`src/rtl/fifo_pkg.sv`:
```
// rtl/fifo_pkg.sv - shared constants, width helper and status struct for fifo_sync_param
package fifo_pkg;

  localparam int FIFO_WIDTH_DEF = 8;
  localparam int FIFO_DEPTH_DEF = 64;

  function automatic int addr_width(input int depth);
    return (depth > 1) ? $clog2(depth) : 1;
  endfunction

  typedef struct packed {
    logic empty;
    logic full;
    logic almost_empty;
    logic almost_full;
    logic overflow;
    logic underflow;
  } fifo_status_t;

endpackage

```
`src/rtl/fifo_dpram.sv`:
```
// rtl/fifo_dpram.sv - simple dual-port RAM, one write and one read port
// FIFO_FWFT_EN selects asynchronous read; otherwise the read port is registered and resettable.
module fifo_dpram #(
  parameter int WIDTH = 8,
  parameter int DEPTH = 64,
  parameter int AW    = 6
) (
  input  logic             clk,
`ifndef FIFO_FWFT_EN
  input  logic             rst,
  input  logic             re,
`endif
  input  logic             we,
  input  logic [AW-1:0]    waddr,
  input  logic [WIDTH-1:0] wdata,
  input  logic [AW-1:0]    raddr,
  output logic [WIDTH-1:0] rdata
);

  logic [WIDTH-1:0] mem [DEPTH];

  always_ff @(posedge clk) begin
    if (we) mem[waddr] <= wdata;
  end

`ifdef FIFO_FWFT_EN
  assign rdata = mem[raddr];
`else
  // The output register holds its value between pops, so only it is reset.
  always_ff @(posedge clk) begin
    if (rst)     rdata <= '0;
    else if (re) rdata <= mem[raddr];
  end
`endif

endmodule

```
`src/rtl/fifo_sync_param.sv`:
```
// rtl/fifo_sync_param.sv - parametrised single-clock FIFO with count, level flags and sticky errors
// FIFO_FWFT_EN selects first-word fall-through reads; default is a 1-cycle registered read.
module fifo_sync_param
  import fifo_pkg::*;
#(
  parameter int FIFO_WIDTH = FIFO_WIDTH_DEF,
  parameter int FIFO_DEPTH = FIFO_DEPTH_DEF,
  parameter int AF_LEVEL   = FIFO_DEPTH - 4,
  parameter int AE_LEVEL   = 4,
  localparam int AW        = addr_width(FIFO_DEPTH)
) (
  input  logic                  clk,
  input  logic                  rst,
  input  logic                  wr_en,
  input  logic                  rd_en,
  input  logic [FIFO_WIDTH-1:0] data_in,
  output logic [FIFO_WIDTH-1:0] data_out,
  output logic                  rd_valid,
  output logic                  empty,
  output logic                  full,
  output logic                  almost_empty,
  output logic                  almost_full,
  output logic [AW:0]           count,
  output logic [AW-1:0]         wrptr,
  output logic [AW-1:0]         rdptr,
  output logic                  overflow,
  output logic                  underflow
);

  localparam logic [AW:0] DEPTH_C = (AW+1)'(FIFO_DEPTH);
  localparam logic [AW:0] AF_C    = (AW+1)'(AF_LEVEL);
  localparam logic [AW:0] AE_C    = (AW+1)'(AE_LEVEL);

  logic wr_acc;
  logic rd_acc;

  assign wr_acc = wr_en & ~full;
  assign rd_acc = rd_en & ~empty;

  assign empty        = (count == '0);
  assign full         = (count == DEPTH_C);
  assign almost_empty = (count <= AE_C);
  assign almost_full  = (count >= AF_C);

  // The count alone separates full from empty; wrptr == rdptr occurs in both.
  always_ff @(posedge clk) begin
    if (rst) begin
      wrptr     <= '0;
      rdptr     <= '0;
      count     <= '0;
      overflow  <= 1'b0;
      underflow <= 1'b0;
    end else begin
      if (wr_acc) wrptr <= wrptr + AW'(1);
      if (rd_acc) rdptr <= rdptr + AW'(1);
      case ({wr_acc, rd_acc})
        2'b10:   count <= count + (AW+1)'(1);
        2'b01:   count <= count - (AW+1)'(1);
        default: count <= count;
      endcase
      if (wr_en && full)  overflow  <= 1'b1;
      if (rd_en && empty) underflow <= 1'b1;
    end
  end

`ifdef FIFO_FWFT_EN
  assign rd_valid = ~empty;

  fifo_dpram #(.WIDTH(FIFO_WIDTH), .DEPTH(FIFO_DEPTH), .AW(AW)) u_ram (
    .clk   (clk),
    .we    (wr_acc),
    .waddr (wrptr),
    .wdata (data_in),
    .raddr (rdptr),
    .rdata (data_out)
  );
`else
  always_ff @(posedge clk) begin
    if (rst) rd_valid <= 1'b0;
    else     rd_valid <= rd_acc;
  end

  fifo_dpram #(.WIDTH(FIFO_WIDTH), .DEPTH(FIFO_DEPTH), .AW(AW)) u_ram (
    .clk   (clk),
    .rst   (rst),
    .re    (rd_acc),
    .we    (wr_acc),
    .waddr (wrptr),
    .wdata (data_in),
    .raddr (rdptr),
    .rdata (data_out)
  );
`endif

endmodule
```
`config.mk`:
```
export PLATFORM = sky130hd
export DESIGN_NAME = fifo_sync_param
export DESIGN_NICKNAME = d
export VERILOG_FILES = /design/src/rtl/fifo_pkg.sv /design/src/rtl/fifo_dpram.sv /design/src/rtl/fifo_sync_param.sv
export SDC_FILE = /design/constraint.sdc
export NUM_CORES = 1
export LEC_CHECK = 0
export CORE_UTILIZATION = 45
export CTS_CLUSTER_DIAMETER = 120
export DETAILED_ROUTE_END_ITERATION = 7
export HOLD_SLACK_MARGIN = 0.08
export PLACE_DENSITY = 0.68
export SYNTH_ARGS = -nofsm -noshare
export SYNTH_HDL_FRONTEND = slang
export SYNTH_HIERARCHICAL = 1
export SYNTH_SLANG_ARGS = --single-unit
```
`constraint.sdc`:
```
create_clock -name clk -period 7.4 [get_ports clk]
set_input_delay 1.48 -clock clk [delete_from_list [all_inputs] [get_ports clk]]
set_output_delay 1.48 -clock clk [all_outputs]
set_load 0.1 [all_outputs]
```
-- Word-level counts from Yosys, hierarchy flattened
Memory sizes are Yosys's and may differ from the RTL's. A register that Yosys moved wholly into a read port is not among the register bits.
Cells that the tools add are included.
- register bits after elaboration: 22
- memories kept: 1
- RAM bits: 512
- output and inout port bits: 34
- logic and storage cells: 27
- memory list (name ; words ; bits a word ; read ports ; clocked after memory_dff ; write ports ; RTL line ; RTL):
    u_ram.mem ; 64 ; 8 ; 1 ; 1 ; 1 ; fifo_dpram.sv:20 ; logic [WIDTH-1:0] mem [DEPTH];
- order comparisons: 2
- bitwise operators: 4
- reduce and logical (&&, ||, !) cells: 4
- multiplexer cells: 3
- $add $sub $neg: 4
- equal/unequal tests: 3
- operators by type and width (cell ; number):
    7-bit case mux with 2 select lines ; 1
    6-bit by 1-bit adder with 6-bit output (second input constant) ; 2
    7-bit by 1-bit adder with 7-bit output (second input constant) ; 1
    7-bit equality test (second input constant) ; 1
    7-bit by 6-bit greater-or-equal comparator with 1-bit output (second input constant) ; 1
    7-bit by 3-bit <= comparator with 1-bit output (second input constant) ; 1
    7-bit zero test ; 1
    7-bit by 1-bit subtractor with 7-bit output (second input constant) ; 1
    1-bit AND ; 2
    2-bit by 1-bit equality test with 1-bit output (second input constant) ; 1
    2-bit equality test (second input constant) ; 1
    1-bit logical AND ; 2
    1-bit 2-to-1 mux ; 2
    1-bit inverter ; 2
    2-bit nonzero test ; 1

-- Logic depth before layout (Yosys ltp)
- depth after elaboration: 5
- mapped depth: 11
- gate-level depth less buffers: 10

-- Modules after synthesis
The synthesis kept the hierarchy.
- by module, submodules not included (module ; times used ; area each (um^2) ; seq. area each (um^2) ; cells an instance):
    fifo_dpram ; 1 ; 20188.1 ; 15534.9 ; 1039
    fifo_sync_param ; 1 ; 1234.9 ; 440.4 ; 140

-- Worst setup path after synthesis
No wires, ideal clock.
- path kind: flip-flop to output port
- start: reg count[6]
- end: out full
- data arrival time: 2908 ps
- slack: 3012 ps
- stages on the path, launching flop included: 4
- cell sequence: dfxtp_1 or4b_1 buf_2 nor2_1
- cells in the longest elaborated chain, start to end: 1
- RTL lines (what ; RTL line ; RTL):
    from (decl) ; fifo_sync_param.sv:23 ; output logic [AW:0] count,
    from (signal assigned) ; fifo_sync_param.sv:57 ; 2'b10: count <= count + (AW+1)'(1);
    from (signal assigned) ; fifo_sync_param.sv:58 ; 2'b01: count <= count - (AW+1)'(1);
    from (signal assigned) ; fifo_sync_param.sv:59 ; default: count <= count;
    7-bit equality test ; fifo_sync_param.sv:41 ; assign full = (count == DEPTH_C);
    to (decl) ; fifo_sync_param.sv:20 ; output logic full,
Every way passes these cells.

-- Worst setup path in the final report
- start: reg count[3]
- end: out empty
- cells in the longest elaborated chain, start to end: 1
- RTL lines (what ; RTL line ; RTL):
    7-bit zero test ; fifo_sync_param.sv:40 ; assign empty = (count == '0);
    to (decl) ; fifo_sync_param.sv:19 ; output logic empty,
Every way passes these cells.

==> results.json <==
{
  "status": "finished, final reports clean",
  "post_cts_buffers": 0,
  "grt_pass1_wl_mm": 68.5,
  "cts.htree.levels": 2,
  "synth_top_flop_cell": "edfxtp_1",
  "grt_overflow_total": 0,
  "hpwl_mm": 26.8,
  "routabilityCongestion": 0.866,
  "required_ns": 5.92,
  "yosysWarnings": 6,
  "ios": 46,
  "swShare_pct": 29.5,
  "synth-compound-area-share_pct": 4.82,
  "cts.sinks": 542,
  "ctsResizeCount": 0,
  "final.period_utilization_pct": 60.8,
  "max_cap_violations": 0,
  "ys_seq_elements": 542,
  "ys_top_cells_by_area": "edfxtp_1 72%, mux2i_1 6.1%, mux4_2 5.9%",
  "cts_hold_buf": 0,
  "synth_fa_ha_area_share_pct": 0.561,
  "io_buffers": 45,
  "synthMuxAreaShare_pct": 13.0,
  "initial_utilization_pct": 45.8,
  "vias": 10900,
  "ys_seq_area_share_pct": 74.6,
  "cts_tree": "yes",
  "powerDensity_mw_per_mm2": 331,
  "dieWidth_um": 220,
  "tns_ns": 0,
  "nFillCells": 3645,
  "synth_top_family_by_area": "multiplexers",
  "mostFrequentLayoutCell": "edfxtp_1",
  "grt_max_degree": 65,
  "placed_area_mm2": 0.0224,
  "coreArea_mm2": 0.0468,
  "fin_crit_ns": 4.50,
  "clk_path_buf_depth": 3,
  "grt_pass1_vias": 10900,
  "firstDrtPassIters": 5,
  "syn-instance-count": 1179,
  "wl_per_cell_um": 24.5,
  "rsz0062_at_grt": "false",
  "max_freq_ghz": 0.222,
  "leakagePower_uw": 0.00734,
  "root_buffer": "clkbuf_16",
  "synth_fp_nets": 1200,
  "synth_xor_area_share_pct": 0.409,
  "clkTransAtPathRegs_ns": 0.06,
  "finalSetupViolCount": 0,
  "finClkSkew_ns": 0.0259,
  "via_per_inst": 5.83,
  "synthToLayoutAreaGrowth_pct": 13.3,
  "nNetsFinal": 1247,
  "yosysUniqueCellTypes": 51,
  "final_util_pct": 51.9,
  "drc": 0,
  "syn_area_per_cell_um2": 18.2,
  "drt-initial-drc-count": 955,
  "cp.arrival_ns": 3.02,
  "cp-end-kind": "primary output",
  "syn_area_mm2": 0.0214,
  "cts_buffers": 52,
  "die_area_mm2": 0.0485,
  "p_clk_share_pct": 35.4,
  "synth_top_area_cell": "edfxtp_1",
  "critPathMaxFanout": 7,
  "antenna_found_initial": 0,
  "drive_gt1_share_pct": 14.1,
  "grt_usage_pct": 19.4,
  "final_hold_viol_count": 0,
  "rows": 79,
  "worstSetupStartpointType": "flip-flop",
  "final_antenna_net_count": 0,
  "path_class": "reg2out",
  "slew_headroom_pct": 12.5,
  "final_cell_mix": "512 x edfxtp_1, 130 x mux2i_1, 96 x a22oi_1, 91 x nor2_1, 56 x mux4_2",
  "synth-simple-area-share_pct": 4.94,
  "design_area_mm2": 0.0243,
  "slew_violations": 0,
  "min_path_type": "reg2reg",
  "synthArstFlopShare_pct": 0,
  "p_int_uw": 5670,
  "tightest_slew_ns": 1.30,
  "pwr-share-comb_pct": 20.7,
  "synth_edf_count": 512,
  "die_y_um": 220,
  "ff2ff_setup_slack_ns": 3.45,
  "worstSkewPairLatency_ns": 0.60,
  "diodes": 0,
  "vdd_drop_max_v": 0.000313,
  "synth_top_area_share_pct": 71.8,
  "drt-total-wl_mm": 46.0,
  "pwr-share-seq_pct": 44.0,
  "p_switching_uw": 2380
}
flip-flops by register name (all words and copies together) (netlist names):
signal	cells
u_ram/rdata	8
rdptr	6
overflow	1
rd_valid	1
u_ram/mem	512
count	7
wrptr	6
underflow	1
path summary, 6_finish.rpt:
| path | cells after the start | end | from |
|---|---|---|---|
| worst max-delay path | 3 | empty | count[3] |
| worst min-delay path | 2 | overflow | overflow |
| worst max register to register | 6 | u_ram/rdata[0] | rdptr[2] |
| worst min register to register | 2 | overflow | overflow |
power by group through the flow:
stage | registers (uW) | clock network, uW | logic (uW)
detailed placement | 3600 | 0 | 1650
finish | 3540 | 2850 | 1660
global route | 3550 | 3000 | 1740
CTS | 3540 | 2880 | 1660
global placement | 3600 | 0 | 1640
floorplan | 3880 | 0 | 939
cells by family after synthesis:
family,after synthesis
xor gates and xnor gates,10
muxes,195
DFF,542
and+or+nand+nor,211
AOI/OAI and AO/OA,136
buffers and inverters,76
adders and majority gates,9
synthesized netlist by cell type, types with 3 or more instances:
library cell / n
or3_1: 3
buf_1: 4
ha_1: 8
nand2_1: 10
nor3b_1: 11
and3_1: 3
buf_2: 32
o211ai_1: 5
clkbuf_1: 29
nor2b_1: 9
xor2_1: 10
mux4_1: 8
a22oi_1: 96
a221o_1: 8
nand3_1: 39
edfxtp_1: 512
o21ai_0: 4
nor3_1: 4
buf_6: 4
mux4_2: 56
mux2i_1: 130
nor2_1: 92
inv_1: 6
a21oi_1: 9
o21a_1: 3
dfxtp_1: 30
nand4_1: 19
nand3b_1: 3
final cells by class:
| type | instances | area (um^2) | share of cell area (%) |
|---|---|---|---|
| sequential | 542 | 16000 | 65.8 |
| multi-input combinational | 561 | 5100 | 21.0 |
| clock buffer | 72 | 1530 | 6.30 |
| tap | 607 | 759 | 3.13 |
| timing repair buffer | 63 | 546 | 2.25 |
| clock inverter | 26 | 340 | 1.40 |
| inverter | 6 | 22.5 | 0.0928 |
stage by stage:
step	hold WS, ns	setup WS, ns	std cells	total power [uW]
2_1_floorplan	0.767	3.01	1179	4820
3_3_place_gp	0.453	2.98	1779	5240
3_5_place_dp	0.462	2.89	1779	5260
4_1_cts	0.471	2.85	1877	8080
5_1_grt	0.488	2.81	1877	8290
6_report	0.467	2.90	1877	8040
metal layers:
| layer | vias up | wire [um] | GRT usage (%) |
|---|---|---|---|
| li1 | 4884 | - | - |
| met1 | 5640 | 19100 | 26.1 |
| met2 | 355 | 23100 | 32.7 |
| met3 | 65 | 3110 | 3.67 |
| met4 | 0 | 732 | 4.48 |
| met5 | - | 0 | 0 |
worst max-delay path: stages, from the launching register on:
cell	delay, ns
dfxtp_1	0.34
or4_1	0.71
nor2_1	0.21
clkdlybuf4s50_1	1.16
(Power assumes the default switching activity.)
